### src/rtl/i2c_regs_pkg.sv
// Shared address map, constants and local-port FSM state type for the
// I2C/local register arbiter.
package i2c_regs_pkg;

  localparam logic [7:0] ADDR_ID      = 8'h00;
  localparam logic [7:0] ADDR_STALL   = 8'h01;
  localparam logic [7:0] ADDR_RW_BASE = 8'h02;
  localparam logic [7:0] OOR_DATA     = 8'hFF;
  localparam logic [7:0] STALL_MAX    = 8'hFF;

  typedef enum logic [1:0] {
    L_IDLE   = 2'd0,
    L_ACCESS = 2'd1,
    L_RESP   = 2'd2
  } lcl_state_t;

  // True for addresses that hold writable storage (0x02..num_regs-1).
  function automatic logic is_rw_addr(input logic [7:0] addr, input int unsigned num_regs);
    return (addr >= ADDR_RW_BASE) && (32'(addr) < num_regs);
  endfunction

endpackage

### src/rtl/reg_bank_storage.sv
// Byte register array with one write port and two asynchronous read ports.
// The read ports decode ID, stall counter and out-of-range addresses.
module reg_bank_storage
  import i2c_regs_pkg::*;
#(
  parameter int unsigned NUM_REGS = 16,
  parameter logic [7:0]  ID_VALUE = 8'hA5
) (
  input  logic       clk,
  input  logic       rst_n,
  input  logic       i_we,
  input  logic [7:0] i_waddr,
  input  logic [7:0] i_wdata,
  input  logic [7:0] i_stall_cnt,
  input  logic [7:0] i_raddr_a,
  output logic [7:0] o_rdata_a,
  input  logic [7:0] i_raddr_b,
  output logic [7:0] o_rdata_b
);

  localparam int unsigned AW = (NUM_REGS > 1) ? $clog2(NUM_REGS) : 1;

  logic [7:0] r_mem [NUM_REGS];

  // Entries 0 and 1 exist in the array but are never written; ID and
  // STALL_CNT are substituted on read.
  always_ff @(posedge clk or negedge rst_n) begin
    if (!rst_n) begin
      for (int i = 0; i < int'(NUM_REGS); i++) begin
        r_mem[i] <= 8'h00;
      end
    end else if (i_we && is_rw_addr(i_waddr, NUM_REGS)) begin
      r_mem[i_waddr[AW-1:0]] <= i_wdata;
    end
  end

  function automatic logic [7:0] rd_decode(input logic [7:0] addr,
                                           input logic [7:0] mem_word,
                                           input logic [7:0] stall);
    logic [7:0] v;
    if (32'(addr) >= NUM_REGS) v = OOR_DATA;
    else if (addr == ADDR_ID)  v = ID_VALUE;
    else if (addr == ADDR_STALL) v = stall;
    else v = mem_word;
    return v;
  endfunction

  logic [7:0] w_mem_a;
  logic [7:0] w_mem_b;

  assign w_mem_a   = r_mem[i_raddr_a[AW-1:0]];
  assign w_mem_b   = r_mem[i_raddr_b[AW-1:0]];
  assign o_rdata_a = rd_decode(i_raddr_a, w_mem_a, i_stall_cnt);
  assign o_rdata_b = rd_decode(i_raddr_b, w_mem_b, i_stall_cnt);

endmodule

### src/rtl/i2c_reg_arbiter.sv
// Shares the register bank between an unstallable I2C slave port and a
// req/gnt local port; the local port waits whenever the I2C port is busy.
module i2c_reg_arbiter
  import i2c_regs_pkg::*;
#(
  parameter int unsigned NUM_REGS = 16,
  parameter logic [7:0]  ID_VALUE = 8'hA5
) (
  input  logic       clk,
  input  logic       rst_n,
  input  logic [7:0] i2c_reg_addr,
  input  logic [7:0] i2c_reg_wdata,
  input  logic       i2c_reg_wr,
  input  logic       i2c_reg_rd,
  output logic [7:0] i2c_reg_rdata,
  input  logic       lcl_req,
  input  logic       lcl_we,
  input  logic [7:0] lcl_addr,
  input  logic [7:0] lcl_wdata,
  output logic       lcl_gnt,
  output logic       lcl_rvalid,
  output logic [7:0] lcl_rdata,
  output logic       i2c_wr_evt,
  output logic [7:0] i2c_wr_evt_addr,
  output lcl_state_t lcl_state_dbg
);

  // Local handshake: lcl_req rises with address/we/wdata stable and stays
  // high until lcl_gnt; lcl_gnt marks the single cycle the access is done,
  // and a read returns data with a one-cycle lcl_rvalid pulse the cycle after.

  lcl_state_t r_state;
  lcl_state_t w_next;

  logic       w_i2c_busy;
  logic       w_lcl_gnt;
  logic       w_we;
  logic [7:0] w_waddr;
  logic [7:0] w_wdata;
  logic [7:0] w_rdata_i2c;
  logic [7:0] w_rdata_lcl;
  logic [7:0] r_stall_cnt;
  logic [7:0] r_i2c_rdata;
  logic [7:0] r_lcl_rdata;
  logic       r_evt;
  logic [7:0] r_evt_addr;

  assign w_i2c_busy = i2c_reg_wr | i2c_reg_rd;

  always_ff @(posedge clk or negedge rst_n) begin
    if (!rst_n) r_state <= L_IDLE;
    else        r_state <= w_next;
  end

  always_comb begin
    w_next    = r_state;
    w_lcl_gnt = 1'b0;
    case (r_state)
      L_IDLE: begin
        if (lcl_req) w_next = L_ACCESS;
      end
      L_ACCESS: begin
        if (!w_i2c_busy) begin
          w_lcl_gnt = 1'b1;
          w_next    = lcl_we ? L_IDLE : L_RESP;
        end
      end
      L_RESP: begin
        w_next = L_IDLE;
      end
      default: w_next = L_IDLE;
    endcase
  end

  // A local grant only happens when the I2C port is idle, so the two
  // writers never collide on the single write port.
  always_comb begin
    w_we    = 1'b0;
    w_waddr = i2c_reg_addr;
    w_wdata = i2c_reg_wdata;
    if (i2c_reg_wr) begin
      w_we = 1'b1;
    end else if (w_lcl_gnt && lcl_we) begin
      w_we    = 1'b1;
      w_waddr = lcl_addr;
      w_wdata = lcl_wdata;
    end
  end

  reg_bank_storage #(
    .NUM_REGS (NUM_REGS),
    .ID_VALUE (ID_VALUE)
  ) u_storage (
    .clk         (clk),
    .rst_n       (rst_n),
    .i_we        (w_we),
    .i_waddr     (w_waddr),
    .i_wdata     (w_wdata),
    .i_stall_cnt (r_stall_cnt),
    .i_raddr_a   (i2c_reg_addr),
    .o_rdata_a   (w_rdata_i2c),
    .i_raddr_b   (lcl_addr),
    .o_rdata_b   (w_rdata_lcl)
  );

  always_ff @(posedge clk or negedge rst_n) begin
    if (!rst_n) begin
      r_stall_cnt <= 8'h00;
    end else if (w_lcl_gnt && lcl_we && (lcl_addr == ADDR_STALL)) begin
      r_stall_cnt <= 8'h00;
    end else if ((r_state == L_ACCESS) && w_i2c_busy && (r_stall_cnt != STALL_MAX)) begin
      r_stall_cnt <= r_stall_cnt + 8'h01;
    end
  end

  // Read data is sampled from the pre-edge array, so a same-cycle
  // write/read returns the old value.
  always_ff @(posedge clk or negedge rst_n) begin
    if (!rst_n) begin
      r_i2c_rdata <= 8'h00;
      r_lcl_rdata <= 8'h00;
    end else begin
      if (i2c_reg_rd) r_i2c_rdata <= w_rdata_i2c;
      if (w_lcl_gnt && !lcl_we) r_lcl_rdata <= w_rdata_lcl;
    end
  end

  always_ff @(posedge clk or negedge rst_n) begin
    if (!rst_n) begin
      r_evt      <= 1'b0;
      r_evt_addr <= 8'h00;
    end else begin
      r_evt <= i2c_reg_wr && is_rw_addr(i2c_reg_addr, NUM_REGS);
      if (i2c_reg_wr && is_rw_addr(i2c_reg_addr, NUM_REGS)) r_evt_addr <= i2c_reg_addr;
    end
  end

  assign i2c_reg_rdata   = r_i2c_rdata;
  assign lcl_gnt         = w_lcl_gnt;
  assign lcl_rvalid      = (r_state == L_RESP);
  assign lcl_rdata       = r_lcl_rdata;
  assign i2c_wr_evt      = r_evt;
  assign i2c_wr_evt_addr = r_evt_addr;
  assign lcl_state_dbg   = r_state;

endmodule

### config.mk
export PLATFORM = sky130hd
export DESIGN_NAME = i2c_reg_arbiter
export DESIGN_NICKNAME = d
export VERILOG_FILES = /design/src/rtl/i2c_regs_pkg.sv /design/src/rtl/reg_bank_storage.sv /design/src/rtl/i2c_reg_arbiter.sv
export SDC_FILE = /design/constraint.sdc
export NUM_CORES = 1
export LEC_CHECK = 0
export BUFFER_PORTS_ARGS = -buffer_cell sky130_fd_sc_hd__buf_2
export CAP_MARGIN = 20
export CORE_ASPECT_RATIO = 1.1
export CORE_MARGIN = 2
export CORE_UTILIZATION = 40
export CTS_CLUSTER_DIAMETER = 80
export DETAILED_ROUTE_END_ITERATION = 7
export PLACE_DENSITY = 0.58
export SYNTH_ARGS = -nofsm -noshare
export SYNTH_HDL_FRONTEND = slang
export SYNTH_HIERARCHICAL = 1
export SYNTH_SLANG_ARGS = --single-unit
### constraint.sdc
create_clock -name clk -period 4.25 [get_ports clk]
set_input_delay 0.85 -clock clk [delete_from_list [all_inputs] [get_ports clk]]
set_output_delay 0.85 -clock clk [all_outputs]
set_load 0.005 [all_outputs]
==> results of run 1 <==
## where the power goes
part | leakage (nW) | internal (mW) | switching, mW | total (mW)
Combinational | 1.99 | 0.303 | 0.305 | 0.608
Sequential | 2.05 | 1.62 | 0.135 | 1.76
Clock | 0.324 | 1.08 | 0.621 | 1.70
## area by class of cell
type | instances | area [sq um] | share of cell area [%]
Clock buffer | 19 | 452.9 | 4.670
Clock inverter | 13 | 215.2 | 2.219
Inverter | 9 | 33.78 | 0.3483
Multi-Input combinational cell | 429 | 4318 | 44.52
Sequential cell | 155 | 3879 | 39.99
Tap cell | 285 | 356.6 | 3.676
Timing Repair Buffer | 77 | 444.2 | 4.579
## metrics by stage
stage / hold WS, ns / setup slack (ns) / instances
after floorplan: 0.4245 / 0.7603 / 643
final: 0.3804 / 1.007 / 987
after global placement: 0.3642 / 0.6545 / 955
after detailed placement: 0.3669 / 0.5508 / 955
after global routing: 0.3915 / 0.8630 / 987
after CTS: 0.3816 / 1.005 / 987
## worst max path at each step
stage | startpoint | to | slack (ns) | depth (start not counted)
final | i2c_reg_rd | u_storage/r_mem[52] | 1.01 | 8
after floorplan | i2c_reg_rd | u_storage/r_mem[48] | 0.76 | 11
after global placement | i2c_reg_rd | u_storage/r_mem[54] | 0.65 | 8
after detailed placement | i2c_reg_rd | u_storage/r_mem[49] | 0.55 | 8
after global routing | i2c_reg_rd | u_storage/r_mem[53] | 0.86 | 8
after CTS | i2c_reg_rd | u_storage/r_mem[54] | 1.01 | 8
## Yosys cell counts (6+ instances only)
cell	instances	area [sq um]
nand2_1	28	105.1
mux2i_1	33	330.3
mux2_4	16	240.2
o21ai_0	8	40.04
and3_1	6	37.54
nor2b_1	15	93.84
clkbuf_1	26	97.59
inv_1	9	33.78
o32a_1	7	70.07
buf_2	13	65.06
nand3_1	6	30.03
mux2_2	146	1644
nor2_1	13	48.80
nor3_1	9	45.04
mux4_2	36	810.8
a2111oi_0	8	70.07
dfrtp_1	155	3879
a21oi_1	13	65.06
a211oi_1	8	60.06
o221ai_1	7	61.31
## state kept, by name (all words and copies together) (netlist names)
signal,cells
i2c_reg_rdata,8
i2c_wr_evt,1
i2c_wr_evt_addr,8
lcl_rdata,8
lcl_state_dbg,2
r_stall_cnt,8
u_storage/r_mem,120
## critical path, stage by stage
cell and delay [ns]:
buf_2 0.14, nor4b_4 0.41, nand2_4 0.14, mux2_4 0.33, nor4_4 0.38, and3b_1 0.31, or3b_1 0.60, mux2_4 0.37
## per-layer routing
layer  up-vias  GRT usage, %  wire, um
met1      2993         27.35      9656
met5         -             0         0
li1       2550             -         -
met4         0         8.769       624
met3        47         3.305      1026
met2       186         33.68     10630
## kinds of logic after synthesis
kind of cell,Yosys count,synth area share [%]
muxes,231,35.70
and+or+nand+nor,117,8.149
buffers and inverters,59,3.292
adders and majority gates,1,0.1476
AOI/OAI and AO/OA,80,6.953
DFF,155,45.76
==> impl_metrics.csv, run 1 <==
group,metric,value,unit
detailed_routing,first_pass_iters,4,
job,maxCapViolCount,0,
timing,fin_crit_sh,76.31,%
power,static-leakage-power,4.360,nW
finish,fin_util,46.83,%
grt,gr-total-overflow,0,
synthesis,synth-edff-count,0,
min_path,min_delay_path_depth,0,
detailed_routing,wirelength,21.94,mm
finish,layout_common_cells,"dfrtp_1 (155), mux2_2 (146), buf_2 (65)",
floorplan,die_area,0.02237,sq mm
detailed_routing,drc,0,
clock_network,cts_tree,"done",
synthesis,synthCells,643,
placed_design,place_area,0.009031,sq mm
finish,design_area,0.009699,sq mm
detailed_routing,dr.first_iter.drc_count,357,
floorplan,die_h,156.7,um
detailed_routing,drtAntennaViolNets,0,
timing,worstMarginPinSlew,0.9643,ns
status,status,"finished, final reports clean",
timing,finalSetupViolCount,0,
critical_path,startpoint_type,"input port",
finish,n_fill_cell,1888,
clock_network,clock-sinks,155,
synthesis,yosys.cell_types.count,58,
placed_design,routabilityCongestion,0.8481,
finish,syn_to_final_growth,14.44,%
critical_path,reg2reg_from,"lcl_state_dbg[1]",
grt,grt_pass1_vias,5915,
finish,final_common_cell,"dfrtp_1",
synthesis,syn_avg_cell_area,13.18,sq um
placed_design,io_buffers,66,
synthesis,ys_seq_elements,155,
power,power.density,419.1,mW/mm^2
grt,grt_pass1_wl,34.40,mm
critical_path,crit_path_end_kind,"register",
grt,gr-usage-all-layers,20.64,%
clock_network,cts_resized,0,
clock_network,worstSkewPairLatency,0.43,ns
synthesis,yosysSeqAreaShare,45.76,%
timing,maxSlewViolCount,0,
timing,period_needed,3.243,ns
timing,clock_skew,0.009724,ns
critical_path,rrSetupSlack,1.17,ns
detailed_routing,routedWlPerCell,22.22,um
floorplan,core_region_area,0.02071,sq mm
critical_path,cp_data_arrival_time,3.55,ns
power,ir_drop,0.0002501,V
clock_network,cts-root-buf,"clkbuf_16",
synthesis,synth_area,0.008476,sq mm
timing,max_freq,0.3083,GHz
finish,diodes,0,
clock_network,htreeDepth,4,
synthesis,async_flop_share,100.0,%
synthesis,synthFlopType,"dfrtp_1",
min_path,hp-class,"register to register",
grt,antenna_found_initial,0,
clock_network,cts_setup_buffers,0,
min_path,min-delay-start,"u_storage/r_mem[115]",
floorplan,num_rows,55,
placed_design,dp_hpwl,14.93,mm
clock_network,ctsHoldBuffers,0,
grt,grt_max_degree,101,
synthesis,synth_nets,682,
floorplan,initial_utilization,40.92,%
critical_path,required,4.56,ns
synthesis,yosysWarnings,6,
detailed_routing,route.vias.total,5776,
clock_network,ctsLongestPathBuffers,2,
critical_path,cp_max_fo,8,
finish,fin_nets,728,
critical_path,r2r_cells,7,
floorplan,io_pins,67,
floorplan,dieWidth,142.8,um
timing,finalHoldViolations,0,
power,p_total,4.065,mW
clock_network,cts-buffers-inserted,17,
timing,fin_tns_setup,0,ns
finish,drive_gt1_share,45.30,%
detailed_routing,viasPerCell,5.852,
clock_network,clk_pin_slew,0.06,ns
timing,rsz0062_at_grt,"no",
critical_path,r2r_end,"u_storage/r_mem[52]",
timing,relSlewSlack,35.71,%
min_path,hold_end,"u_storage/r_mem[115]",
critical_path,critPathKind,"input port to register",
Power figures use the tool's default switching activity.
==> run 2: changes to the inputs <==
- clock period: 4.25 -> 3.2 ns (I/O delays scaled with it)
==> run 2 against run 1 <==
Hold slack worse by 0.25 ns. First-iteration DRC count rose by 20%. Non-clock buffer count is 33 higher. Clock skew fell by 0.0013 ns. Sequential cell count stayed put. Wire length grew 3.2%. Critical path type is now register to register. Largest power group unchanged.
==> impl_metrics.csv, run 2 (same netlist as run 1, synthesis figures left out) <==
group,metric,value,unit
grt,gr-usage-all-layers,21.16,%
timing,worstMarginPinSlew,0.9093,ns
finish,regMostFlops,"u_storage/r_mem",
critical_path,crit_path_end_kind,"register",
finish,final-seq-area,0.003879,sq mm
detailed_routing,drc,0,
placed_design,place_area,0.009310,sq mm
timing,fin_crit_sh,88.70,%
power,p_total,5.195,mW
clock_network,ctsHoldBuffers,0,
grt,grt_use_met1,28.35,%
power,ir_drop,0.0003875,V
clock_network,clk_pin_slew,0.06,ns
floorplan,initial_utilization,40.92,%
clock_network,htreeDepth,4,
grt,gr-total-overflow,0,
grt,grt_pass1_vias,6074,
clock_network,clock-sinks,155,
floorplan,io_pins,67,
floorplan,die_area,0.02237,sq mm
finish,diodes,0,
timing,clock_skew,0.008447,ns
clock_network,cts_resized,0,
clock_network,cts_setup_buffers,0,
grt,use_met3,4.009,%
finish,syn_to_final_growth,16.86,%
job,maxCapViolCount,0,
clock_network,cts_tree,"done",
timing,period_needed,2.839,ns
finish,n_fill_cell,1849,
grt,antenna_found_initial,0,
detailed_routing,routedWlPerCell,22.20,um
finish,drive_gt1_share,47.62,%
clock_network,ctsLongestPathBuffers,2,
finish,multi_input_area,0.004324,sq mm
finish,largest_reg_flops,120,
finish,layout_common_cells,"dfrtp_1 (155), mux2_2 (146), buf_2 (65)",
status,status,"finished, final reports clean",
floorplan,dieWidth,142.8,um
power,power.density,524.5,mW/mm^2
clock_network,worstSkewPairLatency,0.42,ns
floorplan,core_region_area,0.02071,sq mm
critical_path,cp_max_fo,8,
critical_path,r2r_cells,7,
critical_path,rrSetupSlack,0.36,ns
timing,maxSlewViolCount,0,
detailed_routing,dr.first_iter.drc_count,427,
timing,finalSetupViolCount,0,
placed_design,dpl.cell_count,988,
detailed_routing,wirelength,22.64,mm
detailed_routing,route.vias.total,5931,
timing,relSlewSlack,38.86,%
detailed_routing,drtAntennaViolNets,0,
timing,rsz0062_at_grt,"no",
placed_design,io_buffers,66,
critical_path,required,3.50,ns
finish,design_area,0.009905,sq mm
power,static-leakage-power,4.479,nW
critical_path,cp_data_arrival_time,3.14,ns
grt,grt_use_met2,34.43,%
min_path,hp-class,"input port to asynchronous set/reset pin",
detailed_routing,viasPerCell,5.815,
finish,final_common_cell,"dfrtp_1",
floorplan,num_rows,55,
detailed_routing,first_pass_iters,4,
grt,grt_pass1_wl,35.41,mm
critical_path,startpoint_type,"register",
clock_network,cts-root-buf,"clkbuf_16",
critical_path,critPathKind,"register to register",
finish,stdcell_count,1020,
grt,top_usage_layer,"met2",
timing,finalHoldViolations,0,
finish,fin_util,47.82,%
finish,fin_nets,761,
floorplan,die_h,156.7,um
placed_design,dp_hpwl,16.07,mm
timing,max_freq,0.3523,GHz
timing,hold_ws,0.1293,ns
grt,grt_max_degree,74,
clock_network,cts-buffers-inserted,17,
placed_design,routabilityCongestion,0.8237,
run 2: cell count changes in the layout (fill, tap and decap cells not counted), sizes merged:
cell / before / now
clkinv: 6 / 3
clkbuf: 19 / 20
inv: 10 / 11
buf: 77 / 110
bufinv: 5 / 2
clkinvlp: 1 / 5
run 2: layout make-up:
class	instances	share of cell area [%]
clock buffer	20	4.611
clock inverter	12	1.390
inverter	9	0.3411
multi-input combinational	429	43.66
sequential	155	39.16
tap	285	3.600
timing repair buffer	110	7.239
run 2: final timing paths:
path,end,startpoint
worst max-delay path,u_storage/r_mem[109],lcl_state_dbg[1]
worst min-delay path,u_storage/r_mem[71],rst_n
worst max register to register,u_storage/r_mem[109],lcl_state_dbg[1]
worst min register to register,u_storage/r_mem[116],u_storage/r_mem[116]
max in group asynchronous,u_storage/r_mem[101],rst_n
min in group clk,u_storage/r_mem[116],u_storage/r_mem[116]
run 2: power breakdown:
part / internal [mW] / total, mW / leakage (nW) / switching (mW)
logic: 0.415 / 0.830 / 2.15 / 0.416
clock network: 1.19 / 2.03 / 0.275 / 0.833
registers: 2.15 / 2.34 / 2.05 / 0.183
run 2: routing by layer:
| metal | routed length, um | part of all wire [%] |
|---|---|---|
| met5 | 0 | 0 |
| met4 | 530 | 2.3 |
| met3 | 1044 | 4.6 |
| met2 | 10960 | 48 |
| met1 | 10110 | 45 |
run 2: critical path, cell delays in order, from the launching register on:
cell and delay, ns:
dfrtp_1 0.44, nor4b_4 0.31, nand2_4 0.12, mux2_4 0.32
nor4_4 0.38, nand4b_1 0.27, or3_1 0.54, mux2_2 0.33
run 2: through the flow:
step / setup TNS, ns / worst slack, ns
floorplan: -0.6632 / -0.06287
global placement: 0 / 0.02844
detailed placement: -0.1258 / -0.02083
CTS: 0 / 0.3518
global route: 0 / 0.1701
finish: 0 / 0.3615
